<file path="src/rtl/alu_rr_scheduler.sv">
// alu_rr_scheduler: shares one combinational ALU between two requesters.
// Round-robin arbitration in IDLE, one evaluation cycle in EXEC, and the
// captured result/flags are held in RESP until the consumer takes them.
module alu_rr_scheduler #(
  parameter int unsigned WIDTH = 8,
  parameter int unsigned SHW   = 5
) (
  input  logic             clk,
  input  logic             rst,

  input  logic             req0_valid,
  output logic             req0_ready,
  input  logic [3:0]       req0_opcode,
  input  logic [WIDTH-1:0] req0_a,
  input  logic [WIDTH-1:0] req0_b,
  input  logic [SHW-1:0]   req0_shift,

  input  logic             req1_valid,
  output logic             req1_ready,
  input  logic [3:0]       req1_opcode,
  input  logic [WIDTH-1:0] req1_a,
  input  logic [WIDTH-1:0] req1_b,
  input  logic [SHW-1:0]   req1_shift,

  output logic             rsp_valid,
  input  logic             rsp_ready,
  output logic             rsp_id,
  output logic [WIDTH-1:0] rsp_result,
  output logic [3:0]       rsp_flags,
  output logic             rsp_err,

  output logic [3:0]       alu_opcode,
  output logic [WIDTH-1:0] alu_input1,
  output logic [WIDTH-1:0] alu_input2,
  output logic [SHW-1:0]   alu_shiftValue,
  input  logic [WIDTH-1:0] alu_result,
  input  logic             alu_carryFlag,
  input  logic             alu_zeroFlag,
  input  logic             alu_overFlowFlag,
  input  logic             alu_signFlag
);

  typedef enum logic [1:0] {
    IDLE = 2'd0,
    EXEC = 2'd1,
    RESP = 2'd2
  } state_t;

  typedef struct packed {
    logic [3:0]       opcode;
    logic [WIDTH-1:0] a;
    logic [WIDTH-1:0] b;
    logic [SHW-1:0]   shift;
    logic             id;
    logic             err;
  } cmd_t;

  state_t state;
  logic   prio;
  logic   cmd_id;
  logic   cmd_err;
  logic   grant0;
  logic   grant1;
  cmd_t   sel_cmd;

  // Round-robin grant: the requester at prio wins when valid, else the other.
  always_comb begin
    grant0 = 1'b0;
    grant1 = 1'b0;
    if (state == IDLE) begin
      grant0 = req0_valid && (!prio || !req1_valid);
      grant1 = req1_valid && ( prio || !req0_valid);
    end
  end

  assign req0_ready = grant0;
  assign req1_ready = grant1;

  // Mux the winning requester's command fields.
  always_comb begin
    sel_cmd.opcode = req0_opcode;
    sel_cmd.a      = req0_a;
    sel_cmd.b      = req0_b;
    sel_cmd.shift  = req0_shift;
    sel_cmd.id     = 1'b0;
    if (grant1) begin
      sel_cmd.opcode = req1_opcode;
      sel_cmd.a      = req1_a;
      sel_cmd.b      = req1_b;
      sel_cmd.shift  = req1_shift;
      sel_cmd.id     = 1'b1;
    end
    sel_cmd.err = sel_cmd.opcode[3];
  end

  // Sequencer: the alu_* registers double as the command register, so they
  // read zero in IDLE and hold the command through EXEC and RESP.
  always_ff @(posedge clk) begin
    if (rst) begin
      state          <= IDLE;
      prio           <= 1'b0;
      cmd_id         <= 1'b0;
      cmd_err        <= 1'b0;
      alu_opcode     <= 4'd0;
      alu_input1     <= WIDTH'(0);
      alu_input2     <= WIDTH'(0);
      alu_shiftValue <= SHW'(0);
      rsp_valid      <= 1'b0;
      rsp_id         <= 1'b0;
      rsp_result     <= WIDTH'(0);
      rsp_flags      <= 4'd0;
      rsp_err        <= 1'b0;
    end else begin
      case (state)
        IDLE: begin
          if (grant0 || grant1) begin
            cmd_id         <= sel_cmd.id;
            cmd_err        <= sel_cmd.err;
            prio           <= ~sel_cmd.id;
            alu_opcode     <= sel_cmd.err ? 4'd0 : sel_cmd.opcode;
            alu_input1     <= sel_cmd.a;
            alu_input2     <= sel_cmd.b;
            alu_shiftValue <= sel_cmd.shift;
            state          <= EXEC;
          end
        end
        EXEC: begin
          rsp_valid <= 1'b1;
          rsp_id    <= cmd_id;
          rsp_err   <= cmd_err;
          if (cmd_err) begin
            rsp_result <= WIDTH'(0);
            rsp_flags  <= 4'd0;
          end else begin
            rsp_result <= alu_result;
            rsp_flags  <= {alu_carryFlag, alu_zeroFlag, alu_overFlowFlag, alu_signFlag};
          end
          state <= RESP;
        end
        RESP: begin
          if (rsp_ready) begin
            rsp_valid      <= 1'b0;
            alu_opcode     <= 4'd0;
            alu_input1     <= WIDTH'(0);
            alu_input2     <= WIDTH'(0);
            alu_shiftValue <= SHW'(0);
            state          <= IDLE;
          end
        end
        default: begin
          state <= IDLE;
        end
      endcase
    end
  end

endmodule

</file>
<file path="config.mk">
export PLATFORM = sky130hd
export DESIGN_NAME = alu_rr_scheduler
export DESIGN_NICKNAME = d
export VERILOG_FILES = /design/src/rtl/alu_rr_scheduler.sv
export SDC_FILE = /design/constraint.sdc
export NUM_CORES = 1
export LEC_CHECK = 0
export CAP_MARGIN = 20
export CELL_PAD_IN_SITES_DETAIL_PLACEMENT = 1
export CELL_PAD_IN_SITES_GLOBAL_PLACEMENT = 2
export CORE_UTILIZATION = 23
export DETAILED_ROUTE_END_ITERATION = 8
export GPL_ROUTABILITY_DRIVEN = 0
export HOLD_SLACK_MARGIN = 0.1
export PLACE_DENSITY_LB_ADDON = 0.08
export SLEW_MARGIN = 40
export SYNTH_ARGS = -nofsm -noshare
export SYNTH_HDL_FRONTEND = slang
export SYNTH_SLANG_ARGS = --single-unit
</file>
<file path="constraint.sdc">
create_clock -name clk -period 3.76 [get_ports clk]
set_clock_uncertainty 0.15 [all_clocks]
set_input_delay 0.564 -clock clk [delete_from_list [all_inputs] [get_ports clk]]
set_output_delay 0.564 -clock clk [all_outputs]
set_load 0.02 [all_outputs]
</file>
# Word level (Yosys, flattened, before mapping)
# Cells that the tools add are included.
# classes
multipliers,0
div_mod_pow,0
muxes,22
shift,0
eq_ne,4
addsub,0
n_lt_le_gt_ge,0
reduce_logical,15
bitwise,1
# ops
cell,count
2-to-1 mux 8 bit,4
case mux 8 bit (2 select lines),2
2-to-1 mux 26 bit,1
2-to-1 mux 4 bit,3
2-to-1 mux 5 bit,2
case mux 5 bit (2 select lines),1
case mux 4 bit (2 select lines),1
case mux 2 bit (3 select lines),1
AND reduction 2 bit,3
2-to-1 mux 2 bit,2
nonzero test 2 bit,2
logical NOT 1 bit,3
logical OR 1 bit,3
2-to-1 mux 1 bit,3
2-to-1 mux 3 bit,1
AND reduction 3 bit,1
"== test 2 x 1 -> 1 bit, second input constant",1
"== test 2 bit, second input constant",1
logical AND 1 bit,2
logical NOT 2 bit,1
"inequality test 2 x 1 -> 1 bit, second input constant",1
"inequality test 2 bit, second input constant",1
case mux 1 bit (2 select lines),1
NOT 1 bit,1
# totals
rom_bits,0
ram_bits,0
reg_bits,45
output_inout_bits,42
mem_count,0
elab_cells,55
latch_bits,0
in_bits,67

# Logic depth before layout (Yosys ltp)
# logic_depth
depth_word,8
ltp_mapped,7
ltp_nobuf,4

# Least setup slack after synthesis
# OpenSTA, ideal clock, no wires.
# synth_timing
path_type,input to output
start,input req1_valid
end,output req0_ready
path_stages,2
n_path_buf,1
slack_ns,1.974
t_arrival_ns,1.072
cell_sequence,buf_2 a21oi_1
# synth_between
elab_chain_cells,4
# synth_rtl
element,line_no,rtl
start: declaration,18,"input logic req1_valid,"
logical NOT 1 bit,71,grant0 = req0_valid && (!prio || !req1_valid);
logical OR 1 bit,71,
logical AND 1 bit,71,
2-to-1 mux 1 bit,70,if (state == IDLE) begin
end: declaration,12,"output logic req0_ready,"
# Every way passes these cells.

# Worst setup path after layout
# layout_timing
start,input req1_valid
end,output req1_ready
# layout_between
elab_chain_cells,2
# layout_rtl
element,line_no,rtl
logical AND 1 bit,72,grant1 = req1_valid && ( prio || !req0_valid);
2-to-1 mux 1 bit,70,
end: declaration,19,"output logic req1_ready,"
# Every way passes these cells.

==> impl_results.md <==
* Status: complete, no violations
* Initial DRT Pass Iterations at 4
* Total gr overflow at 0
* CTS resizes at 0
* Worst hold-check path type: flip-flop to flip-flop
* Post-synthesis cell count at ~200
* Count of vias placed by the detailed router at 1771
* Core ar. at between 8000 and 9000 um^2
* Number of setup buffers added after CTS at 0
* Final routed wire length divided by cell count at 13.6 um
* Via density per instance at between 4 and 5
* Kind of start point of the critical path: primary input
* Post-Synthesis Net Count at 262
* Number of diodes added for antenna fixing at 0
* Root Driver: sky130_fd_sc_hd__clkbuf_8
* Slew HR at 57.5%
* I/O pin count at 109
* Number of filler cells placed in the layout at 929
* Final number of hold-violating endpoints at 0
* Clock insertion delay at the later pin of the skew report at approximately 0.3 ns
* Critical register-to-register path endpoint: alu_input1[0]$_SDFFE_PP0P_
* Final net count at about 360
* Cell count of the worst reg-to-reg path at 4
* Post-detailed-routing wire length at 5460 um
* Sequential cell area fraction in the yosys report at between 40% and 50%
* Setup violation total in the final timing report at 0
* Final total negative setup slack at 0 ns
* Shortest clock period the worst path allows after layout at roughly 2.8 ns
* Number of sinks handled by clock tree synthesis at 44
* Post-synth cell types at 24
* Unrepaired setup endpoints after global routing: false
* Final Total Pwr at 1.24 mW
* Slew at the pin with the worst max-slew slack at 0.636 ns
* Worst vdd rail ir drop at 0.155 mV
* Sequential standard cell area at 881 um^2
* Cell family with most CP delay: buffers and inverters
* Die X at 93.6 um
* Area grow syn2layout at 64.5%
* Setup slack of the worst register-to-register path at 2.01 ns
* Max-cap violations at 0
* Async set-or-reset flop fraction in the synthesized netlist at 0%
* Clock tree from TritonCTS: yes
* Hold Path End: alu_input1[2]$_SDFFE_PP0P_
* Number of synthesized flops with an enable pin at 0
* Num rows at 33
* Post-DP HPWL at roughly 4000 um
* Starting density of the core at 23.6%
* Syn. warnings at 0
* Placed standard-cell area at 3060 um^2
* Maximum number of pins on one net before global-route repair at 28
* Overall routing resource usage at 13.1%
* First DRT Iteration DRCs at 21
* Required arrival time at the worst endpoint at 3.05 ns
* Most repeated library cell on the critical path: sky130_fd_sc_hd__clkdlybuf4s50_1
* Clock Tree Buf Depth at 2
* Top fanout value on the critical path at 6
* Global-route wire length before repair at 8960 um
* Achievable clock frequency at roughly 360 MHz
* TritonCTS buffer count at 5
* Fraction of final layout cells sized beyond drive strength 1 at 7.07%
* Period utilisation layout at 74.8%
* Register bit count reported by yosys at 44
* DRC violations left at 0
* Multi-input gate area at between 900 and 1000 um^2
* Final hold slack at 0.317 ns
* H-tree levels at 2
* Number of cells on the worst hold path at 1
* Leakage power summed over all cells at 1.23 nW
* Launch point of the worst hold path: alu_input1[2]$_SDFFE_PP0P_
* Type of destination of the critical path: primary output
* Number of hold buffers added after CTS at 0
* Path type of the worst setup path: primary input to primary output
* Data arrival time at the worst-slack endpoint at 2.10 ns
* Design area at around 3200 um^2
* Critical path, cell by cell: clkdlybuf4s50_1 > nand3_2 > inv_1 > clkdlybuf4s50_1
* Remaining antenna violation count at 0
* Mean Syn Cell Area at 9.89 um^2
* Floorplan die area at 8760 um^2
* Max stage delay cell, worst path: sky130_fd_sc_hd__clkdlybuf4s50_1
* Number of I/O port buffers at 107
* PD cells at 391 nW/um^2
* Die Height at 93.6 um
* Number of buffer and inverter instances along the worst setup path at 3
* Biggest cell delay along the critical path at just over 0.6 ns
* CTS clock-pin slew for the worst setup and hold paths at 0.09 ns
* Vias in the first global route at 1874
* Post-Syn Area at between 1500 and 2000 um^2
* Number of antenna violations at the first check in global routing at 0
* Most used flip-flop cell after synthesis: sky130_fd_sc_hd__dfxtp_1
* Slew Viols, Final at 0
* Launch instance of the worst register-to-register path: state[1]$_SDFFE_PP0P_
* Logic depth of the worst setup path including buffers at 4
cells in the mapped netlist (5+ instances only):
| cell type | n | area [um^2] |
|---|---|---|
| sky130_fd_sc_hd__nor2_1 | 19 | 71.3 |
| sky130_fd_sc_hd__nor3b_2 | 5 | 62.6 |
| sky130_fd_sc_hd__buf_2 | 6 | 30.0 |
| sky130_fd_sc_hd__o21ai_0 | 7 | 35.0 |
| sky130_fd_sc_hd__o2bb2ai_1 | 21 | 184 |
| sky130_fd_sc_hd__nor2b_1 | 9 | 56.3 |
| sky130_fd_sc_hd__inv_1 | 5 | 18.8 |
| sky130_fd_sc_hd__nand2_1 | 5 | 18.8 |
| sky130_fd_sc_hd__a21oi_1 | 16 | 80.1 |
| sky130_fd_sc_hd__buf_4 | 5 | 37.5 |
| sky130_fd_sc_hd__dfxtp_1 | 44 | 881 |
| sky130_fd_sc_hd__nor3b_1 | 7 | 52.6 |
| sky130_fd_sc_hd__mux2i_1 | 26 | 260 |
flip-flops by register name, summed over array words and instances, names as in the netlist:
signal	cells
cmd_err	1
rsp_result	8
alu_opcode	3
state	2
cmd_id	1
alu_input2	8
alu_shiftValue	5
alu_input1	8
prio	1
rsp_id	1
rsp_valid	1
rsp_err	1
rsp_flags	4
kinds of logic after synthesis:
family	Yosys count	synth area share, %
compound gates	48	17.1
buf+inv	20	6.03
flops	44	45.7
mux	26	13.5
other cells	1	0.194
simple gates	56	17.5
area by class of cell:
class / count / area share, %
multi-input combinational: 131 / 29.7
clock buffer: 5 / 2.17
timing repair buffer: 109 / 34.2
tap: 105 / 4.14
sequential: 44 / 27.7
inverter: 5 / 0.591
clock inverter: 3 / 1.46
cell usage in the layout, fill, tap and decap left out, types with 3 or more instances in the layout:
cell,Yosys,routed
sky130_fd_sc_hd__clkdlybuf4s50_1,0,107
sky130_fd_sc_hd__nor3b_1,7,7
sky130_fd_sc_hd__o2bb2ai_1,21,21
sky130_fd_sc_hd__inv_1,5,5
sky130_fd_sc_hd__clkbuf_8,0,5
sky130_fd_sc_hd__nor2b_1,9,9
sky130_fd_sc_hd__a21oi_1,16,16
sky130_fd_sc_hd__o21ai_0,7,7
sky130_fd_sc_hd__nand2_1,5,5
sky130_fd_sc_hd__nor3b_2,5,5
sky130_fd_sc_hd__mux2i_1,26,26
sky130_fd_sc_hd__dfxtp_1,44,44
sky130_fd_sc_hd__a211oi_1,3,3
sky130_fd_sc_hd__nor2_1,19,19
stage by stage:
| step | std cells | setup WS [ns] | utilization (%) |
|---|---|---|---|
| after global placement | 394 | 0.980 | 37.3 |
| after detailed placement | 394 | 0.937 | 37.4 |
| after floorplan | 195 | 1.97 | - |
| after global routing | 402 | 0.885 | 38.8 |
| final | 402 | 0.948 | 38.8 |
| after CTS | 402 | 0.942 | 38.8 |
power breakdown:
group	internal, mW	leakage [nW]	total [mW]	switching, mW
clock network	0.200	0.0548	0.375	0.175
registers	0.507	0.361	0.540	0.0328
logic	0.176	0.812	0.327	0.150
total	0.884	1.23	1.24	0.358
routing by layer:
layer | part of all wire [%] | GRT usage, %
met2 | 45 | 22.0
met1 | 45 | 15.6
met4 | 0.57 | 2.69
met3 | 9.3 | 5.37
met5 | 0 | 0
worst max-delay path by stage:
stage          startpoint    endpoint  slack (ns)
6_report       req1_valid  req1_ready        0.95
5_1_grt        req0_valid  req1_ready        0.89
4_1_cts        req0_valid  req1_ready        0.94
3_5_place_dp   req1_valid  req1_ready        0.94
3_3_place_gp   req1_valid  req1_ready        0.98
2_1_floorplan  req1_valid  req0_ready        1.97
(Power assumes the default switching activity.)
